File: config.mk
export PLATFORM = sky130hd
export DESIGN_NAME = hazard_fwd_ctrl_flat
export DESIGN_NICKNAME = d
export VERILOG_FILES = /design/src/rtl/hazard_fwd_ctrl_if.sv /design/src/rtl/hazard_fwd_ctrl.sv /design/src/flat_wrapper.sv
export SDC_FILE = /design/constraint.sdc
export NUM_CORES = 1
export LEC_CHECK = 0
export CAP_MARGIN = 40
export CORE_MARGIN = 8
export CORE_UTILIZATION = 25
export DETAILED_ROUTE_END_ITERATION = 12
export GPL_ROUTABILITY_DRIVEN = 0
export RECOVER_POWER = 100
export SKIP_CTS_REPAIR_TIMING = 1
export SLEW_MARGIN = 20
export SYNTH_ARGS = -nofsm -noshare
export SYNTH_HDL_FRONTEND = slang
export SYNTH_SLANG_ARGS = --single-unit
File: constraint.sdc
create_clock -name clk -period 1.7 [get_ports clk]
set_input_delay 0.34 -clock clk [delete_from_list [all_inputs] [get_ports clk]]
set_output_delay 0.34 -clock clk [all_outputs]
set_load 0.02 [all_outputs]
File: src/rtl/hazard_fwd_ctrl_if.sv
// ============================================================================
// Module      : hazard_fwd_ctrl_if
// Description : ID-stage hazard/forwarding control bundle between pipeline and controller.
// Revision    : 1.0 - initial release
// ============================================================================
`default_nettype none

interface hazard_fwd_ctrl_if #(
  parameter int AW = 5,
  parameter int IW = 20
);
  logic [IW-1:0] ins;
  logic          id_valid;
  logic          id_wr;
  logic          id_load;
  logic          id_imm;
  logic          flush;
  logic [1:0]    mux_sel_A;
  logic [1:0]    mux_sel_B;
  logic          imm_sel;
  logic [AW-1:0] RW_dm;
  logic          wr_en_dm;
  logic          stall;

  // Pipeline side drives the ID instruction and consumes the controls.
  modport master (
    output ins, id_valid, id_wr, id_load, id_imm, flush,
    input  mux_sel_A, mux_sel_B, imm_sel, RW_dm, wr_en_dm, stall
  );

  modport slave (
    input  ins, id_valid, id_wr, id_load, id_imm, flush,
    output mux_sel_A, mux_sel_B, imm_sel, RW_dm, wr_en_dm, stall
  );
endinterface

`default_nettype wire

File: src/rtl/hazard_fwd_ctrl.sv
// ============================================================================
// Module      : hazard_fwd_ctrl
// Description : Load-use stall and operand-forwarding control for a 4-stage pipeline.
// Revision    : 1.0 - initial release
// ============================================================================
`default_nettype none

module hazard_fwd_ctrl #(
  parameter int AW = 5,
  parameter int IW = 20
) (
  input  wire logic          clk,
  input  wire logic          reset,
  hazard_fwd_ctrl_if.slave   bus
);

  localparam logic [1:0] c_SEL_BANK = 2'b00;
  localparam logic [1:0] c_SEL_EX   = 2'b01;
  localparam logic [1:0] c_SEL_DM   = 2'b10;
  localparam logic [1:0] c_SEL_WB   = 2'b11;

  typedef struct packed {
    logic          valid;
    logic          wr;
    logic          load;
    logic [AW-1:0] rd;
  } stage_t;

  stage_t        ex_q, ex_d;
  stage_t        dm_q, dm_d;
  stage_t        wb_q, wb_d;
  stage_t        id_rec;
  logic [1:0]    mux_sel_a_q, mux_sel_a_d;
  logic [1:0]    mux_sel_b_q, mux_sel_b_d;
  logic          imm_sel_q, imm_sel_d;
  logic [AW-1:0] rw_dm_q, rw_dm_d;
  logic          wr_en_dm_q, wr_en_dm_d;
  logic [AW-1:0] ra, rb;
  logic          load_use;
  logic          accept;
  logic          unused_ok;

  assign ra = bus.ins[9:5];
  assign rb = bus.ins[4:0];

  // Youngest in-flight producer of src wins.
  function automatic logic [1:0] fwd_sel(
    input logic [AW-1:0] src,
    input stage_t        ex,
    input stage_t        dm,
    input stage_t        wb
  );
    if (ex.valid && ex.wr && (ex.rd == src)) return c_SEL_EX;
    if (dm.valid && dm.wr && (dm.rd == src)) return c_SEL_DM;
    if (wb.valid && wb.wr && (wb.rd == src)) return c_SEL_WB;
    return c_SEL_BANK;
  endfunction

  always_comb begin
    id_rec       = '0;
    id_rec.valid = bus.id_valid;
    id_rec.wr    = bus.id_wr;
    id_rec.load  = bus.id_load;
    id_rec.rd    = bus.ins[14:10];

    // A load in EX only has its data at the DM mux next cycle.
    load_use = 1'b0;
    if (bus.id_valid && !bus.flush && ex_q.valid && ex_q.load && ex_q.wr) begin
      load_use = (ex_q.rd == ra) || (!bus.id_imm && (ex_q.rd == rb));
    end
    accept = bus.id_valid && !bus.flush && !load_use;

    ex_d = accept ? id_rec : '0;
    dm_d = ex_q;
    wb_d = dm_q;

    mux_sel_a_d = c_SEL_BANK;
    mux_sel_b_d = c_SEL_BANK;
    imm_sel_d   = 1'b0;
    if (accept) begin
      mux_sel_a_d = fwd_sel(ra, ex_q, dm_q, wb_q);
      imm_sel_d   = bus.id_imm;
      if (!bus.id_imm) begin
        mux_sel_b_d = fwd_sel(rb, ex_q, dm_q, wb_q);
      end
    end

    wr_en_dm_d = dm_q.valid && dm_q.wr;
    rw_dm_d    = dm_q.valid ? dm_q.rd : rw_dm_q;
  end

  always_ff @(posedge clk or negedge reset) begin
    if (!reset) begin
      ex_q        <= '0;
      dm_q        <= '0;
      wb_q        <= '0;
      mux_sel_a_q <= c_SEL_BANK;
      mux_sel_b_q <= c_SEL_BANK;
      imm_sel_q   <= 1'b0;
      rw_dm_q     <= '0;
      wr_en_dm_q  <= 1'b0;
    end else begin
      ex_q        <= ex_d;
      dm_q        <= dm_d;
      wb_q        <= wb_d;
      mux_sel_a_q <= mux_sel_a_d;
      mux_sel_b_q <= mux_sel_b_d;
      imm_sel_q   <= imm_sel_d;
      rw_dm_q     <= rw_dm_d;
      wr_en_dm_q  <= wr_en_dm_d;
    end
  end

  assign bus.mux_sel_A = mux_sel_a_q;
  assign bus.mux_sel_B = mux_sel_b_q;
  assign bus.imm_sel   = imm_sel_q;
  assign bus.RW_dm     = rw_dm_q;
  assign bus.wr_en_dm  = wr_en_dm_q;
  assign bus.stall     = load_use;

  // Opcode bits and late-stage load flags carry no hazard information.
  assign unused_ok = ^{bus.ins[IW-1:15], dm_q.load, wb_q.load};

endmodule

`default_nettype wire

File: src/flat_wrapper.sv
// flat-port wrapper written by rule: the top's interface ports become plain ports
module hazard_fwd_ctrl_flat 
#(
  parameter int AW = 5,
  parameter int IW = 20
)
  (clk, reset, bus_ins, bus_id_valid, bus_id_wr, bus_id_load, bus_id_imm, bus_flush, bus_mux_sel_A, bus_mux_sel_B, bus_imm_sel, bus_RW_dm, bus_wr_en_dm, bus_stall);
  hazard_fwd_ctrl_if #(.AW(AW), .IW(IW)) bus_i ();
  input  wire logic clk;
  input  wire logic reset;
  input wire logic [$bits(bus_i.ins)-1:0] bus_ins;
  input wire logic [$bits(bus_i.id_valid)-1:0] bus_id_valid;
  input wire logic [$bits(bus_i.id_wr)-1:0] bus_id_wr;
  input wire logic [$bits(bus_i.id_load)-1:0] bus_id_load;
  input wire logic [$bits(bus_i.id_imm)-1:0] bus_id_imm;
  input wire logic [$bits(bus_i.flush)-1:0] bus_flush;
  output wire logic [$bits(bus_i.mux_sel_A)-1:0] bus_mux_sel_A;
  output wire logic [$bits(bus_i.mux_sel_B)-1:0] bus_mux_sel_B;
  output wire logic [$bits(bus_i.imm_sel)-1:0] bus_imm_sel;
  output wire logic [$bits(bus_i.RW_dm)-1:0] bus_RW_dm;
  output wire logic [$bits(bus_i.wr_en_dm)-1:0] bus_wr_en_dm;
  output wire logic [$bits(bus_i.stall)-1:0] bus_stall;
  assign bus_i.ins = bus_ins;
  assign bus_i.id_valid = bus_id_valid;
  assign bus_i.id_wr = bus_id_wr;
  assign bus_i.id_load = bus_id_load;
  assign bus_i.id_imm = bus_id_imm;
  assign bus_i.flush = bus_flush;
  assign bus_mux_sel_A = bus_i.mux_sel_A;
  assign bus_mux_sel_B = bus_i.mux_sel_B;
  assign bus_imm_sel = bus_i.imm_sel;
  assign bus_RW_dm = bus_i.RW_dm;
  assign bus_wr_en_dm = bus_i.wr_en_dm;
  assign bus_stall = bus_i.stall;
  hazard_fwd_ctrl #(.AW(AW), .IW(IW)) u_core (.clk(clk), .reset(reset), .bus(bus_i));
endmodule
**Yosys cells after proc, flatten, opt, wreduce, memory -nomap -nowiden**

Cells that the tools add are included.

- Bits in latches: 0
- Bits in registers: 33
- Input port bits: 27
- Memory bits (writable): 0
- Memories kept: 0
- Memory bits (read-only): 0

- Add/sub/neg operators: 0
- Bitwise gates (word level): 0
- Magnitude comparators: 0
- Shift-type cells: 0
- Equality and inequality tests: 6
- Div/mod/pow operators: 0
- Multiply operators: 0
- Reductions and logical operators: 19
- Muxes and demuxes: 39

Operator list:

| kind | number |
|---|---|
| 5-bit == test | 6 |
| 2-bit 2-to-1 mux | 15 |
| 1-bit 2-to-1 mux | 23 |
| 1-bit logical AND | 15 |
| 8-bit 2-to-1 mux | 1 |
| 1-bit logical NOT | 3 |
| 1-bit logical OR | 1 |

**Depth between registers and ports, before layout**

- Depth after elaboration: 21
- Mapped depth: 6
- Mapped depth without buffers: 5

**Worst setup path before layout**

OpenSTA, ideal clock, no wires.

- Kind: reg2out
- Start: reg u_core.ex_q (netlist bit u_core.dm_d[2])
- End: out bus_stall
- Slack: 167 ps
- Stages on the path, launching flop included: 6
- Data arrival time: 1,193 ps
- Data required time: 1,360 ps
- Path through: dfrtp_1 -> xor2_1 -> nor3_2 -> nand3_2 -> nor2_1 -> o21a_1

- Longest elaborated chain between the ends: 4
- Elaborated cells between the ends (all ways): 5

RTL lines:

| what | RTL line | text |
|---|---|---|
| start, declared | hazard_fwd_ctrl.sv:29 | `stage_t ex_q, ex_d;` |
| start signal, assigned | hazard_fwd_ctrl.sv:94 | `ex_q <= '0;` |
| start signal, assigned | hazard_fwd_ctrl.sv:103 | `ex_q <= ex_d;` |
| 5-bit == test | hazard_fwd_ctrl.sv:69 | `load_use = (ex_q.rd == ra) \|\| (!bus.id_imm && (ex_q.rd == rb));` |
| 1-bit logical AND | hazard_fwd_ctrl.sv:69 |  |
| 1-bit logical OR (*) | hazard_fwd_ctrl.sv:69 |  |
| 1-bit 2-to-1 mux (*) | hazard_fwd_ctrl.sv:68 | `if (bus.id_valid && !bus.flush && ex_q.valid && ex_q.load && ex_q.wr) begin` |
| end, declared | flat_wrapper.sv:22 | `output wire logic [$bits(bus_i.stall)-1:0] bus_stall;` |

Every way passes the cells marked *; elsewhere a longest branch is shown, timed or not.

**Final worst setup path**

- Start: reg u_core.ex_q (netlist bit u_core.dm_d[4])
- End: out bus_stall

The elaborated chain is that of the path after synthesis.

==> reports/qor.csv <==
stage;metric;value;unit
synthesis;seq_area_frac_synth;56.6;%
timing;fin_crit;1.93;ns
detailed_routing;viasPerCell;3.98;
setup_path;crit_type;register to primary output;
timing;finalCritPeriodShare;113;%
clock_network;htree_levels;2;
hold_path;hold_path.class;register to register;
timing;finalClockSkew;0.00225;ns
setup_path;crit_chain;xor2_2 -> nor3_2 -> nand3_2 -> nor2_2 -> o21a_1 -> buf_6;
run;max_cap_violations;0;
timing;setup_violations;13;
cells_and_area;n_antenna_cell;0;
run_status;violations;negative setup slack;
detailed_routing;drtAntennaViolNets;0;
timing;hold_violations;0;
clock_network;clkTransAtPathRegs;0.06;ns
synthesis;ys_types;27;
cells_and_area;nets;207;
pwr;ir_drop;0.353;mV
global_route;globalRouteOverflowTotal;0;
timing;hold_ws;0.367;ns
global_route;grt_pass1_wl;5520;µm
detailed_routing;drt_wl_total;3340;µm
synthesis;yosysWarnings;0;
setup_path;cpMaxStageDelayCell;dfrtp_2;
synthesis;synth.area.top_cells;dfrtp_1 57%, xnor2_1 10%, xor2_1 7.8%;
setup_path;critPathArrivalTime;1.59;ns
floorplanning;row_count;28;
setup_path;end_kind;primary output;
floorplanning;start_util;25.3;%
clock_network;cts_num_sinks;33;
timing;rsz0062_at_grt;true;
detailed_routing;routedWlPerCell;13.0;µm
global_route;grt_max_degree;34;
detailed_routing;drc;0;
synthesis;synthDominantCellAreaShare;56.6;%
run_status;status;finished, violations left;
cells_and_area;drive_gt1_share;32.0;%
pwr;total_power;1.74;mW
setup_path;required;1.36;ns
timing;fmax;0.519;GHz
detailed_routing;dr_total_vias;1020;
floorplanning;die_y;92.4;µm
global_route;grt_pass1_vias;1148;
pwr;powerDensity;779;nW/µm²
detailed_routing;drtIter0Drc;27;
timing;fin_ws;-0.225;ns
placement;port-buffer-count;33;
synthesis;synth_cells;114;
cells_and_area;final_area;2230;µm²
floorplanning;dieArea;8540;µm²
setup_path;cp-start-kind;register;
floorplanning;ios;39;
detailed_routing;first_pass_iters;4;
floorplanning;die_w;92.4;µm
global_route;grtUsageTotal;8.18;%
synthesis;syn_area;1460;µm²
placement;place_area;2050;µm²
cells_and_area;syn2layout_area_growth;52.7;%
timing;worst_pin_slew;0.785;ns
setup_path;cpPeakStageDelay;0.43;ns
synthesis;synth_area_per_cell;12.8;µm²
synthesis;synthesis.nets;141;
setup_path;cp_max_fo;3;
clock_network;cts_tree;built;
pwr;p_leak;1.05;nW
timing;drv_slew;0;
timing;max-slew-margin-rel;47.7;%
synthesis;ys_ff_latch;33;
placement;hpwl;2590;µm
synthesis;yosys.area.top_type;dfrtp_1;
floorplanning;coreArea;5780;µm²
clock_network;cts.path.max_buffers;2;
clock_network;cts-root-buf;clkbuf_8;
clock_network;worstSkewPairLatency;0.27;ns
global_route;antenna_found_initial;0;
clock_network;tritoncts.num_buffers;5;
## power breakdown
| part | internal [mW] | leakage [nW] | total [mW] | switching, mW |
|---|---|---|---|---|
| logic | 0.152 | 0.555 | 0.272 | 0.120 |
| registers | 0.817 | 0.443 | 0.843 | 0.0258 |
| clock network | 0.365 | 0.0542 | 0.622 | 0.257 |
## critical path: cells and delay by family, from the launching register on
family	cells	cell delay [ns]
AND/OR/NAND/NOR	3	0.48
flip-flops	1	0.43
XOR/XNOR	1	0.16
AO/OA/AOI/OAI	1	0.12
buffers and inverters	1	0.11
## layout by cell type (no fill, tap or decap), types with 2 or more instances in the layout
master / instances
nand3_1: 4
nand3_2: 2
inv_1: 2
nand4_1: 3
nor3_2: 2
xnor2_1: 16
dlygate4sd3_1: 9
buf_6: 2
dfrtp_1: 32
nor2_2: 2
dlymetal6s2s_1: 5
nor4_1: 2
clkdlybuf4s50_1: 18
nor2b_4: 2
nand2_1: 4
mux2_2: 5
buf_4: 21
clkbuf_8: 7
xor2_1: 12
and2_4: 7
nor2_1: 3
clkbuf_1: 3
## area by class of cell
cell class / instances / area (µm²)
Multi-Input combinational cell: 79 / 671
Clock inverter: 1 / 5.00
Timing Repair Buffer: 59 / 529
Sequential cell: 33 / 827
Tap cell: 75 / 93.8
Inverter: 2 / 7.51
Fill cell: 591 / 3550
Clock buffer: 7 / 96.3
## cell families (layout without fill, tap and decap cells)
logic type / Yosys count / after routing / share of synthesized area, %
simple gates: 37 / 38 / 15.7
flops: 33 / 33 / 56.6
xor+xnor: 30 / 30 / 18.0
compound gates: 6 / 6 / 4.63
mux: 5 / 5 / 3.86
buf+inv: 3 / 69 / 1.29
## flip-flops by register name, summed over array words and instances, names as in the netlist
signal,flops
u_core.dm_d,8
u_core.dm_q,7
u_core.wb_q,7
u_core.bus.RW_dm,5
u_core.bus.mux_sel_A,2
u_core.bus.mux_sel_B,2
u_core.bus.imm_sel,1
u_core.bus.wr_en_dm,1
## routing by layer
metal | GRT usage (%) | vias to the layer above | wire length (µm)
li1 | - | 516 | -
met1 | 9.60 | 472 | 1430
met2 | 13.4 | 26 | 1640
met3 | 2.67 | 6 | 193
met4 | 3.49 | 0 | 78
met5 | 0 | - | 0
## per-stage QoR
stage,worst slack (ns),cells,TNS [ns],utilization [%]
5_1_grt,-0.301,256,-2.35,38.6
4_1_cts,-0.787,253,-2.35,37.3
3_5_place_dp,-0.787,245,-5.88,35.5
3_3_place_gp,-0.751,245,-5.79,35.5
6_report,-0.225,256,-1.30,38.6
2_1_floorplan,0.167,114,0,-
## final timing paths
path	startpoint	depth (start not counted)	end	slack, ns
hold / removal	u_core.dm_q[6]$_DFF_PN0_	0	u_core.wb_q[6]$_DFF_PN0_	0.37
setup reg to reg	u_core.dm_d[4]$_DFF_PN0_	7	u_core.bus.mux_sel_A[1]$_DFF_PN0_	-0.12
max in group asynchronous	reset	2	u_core.dm_d[4]$_DFF_PN0_	0.48
setup / recovery	u_core.dm_d[4]$_DFF_PN0_	6	bus_stall	-0.23
hold reg to reg	u_core.dm_q[6]$_DFF_PN0_	0	u_core.wb_q[6]$_DFF_PN0_	0.37
min in group asynchronous	reset	2	u_core.dm_d[0]$_DFF_PN0_	0.68
## cells in the mapped netlist (all sizes together)
cell    count
a211oi      1
a21boi      1
a31oi       1
and2        8
and3        1
buf         1
dfrtp      33
inv         2
mux2        5
nand2       4
nand2b      1
nand3       6
nand4       3
nor2        5
nor2b       1
nor3        3
nor3b       1
nor4        3
o211ai      1
o21a        1
o311ai      1
or3         1
xnor2      17
xor2       13
(Power assumes the default switching activity.)
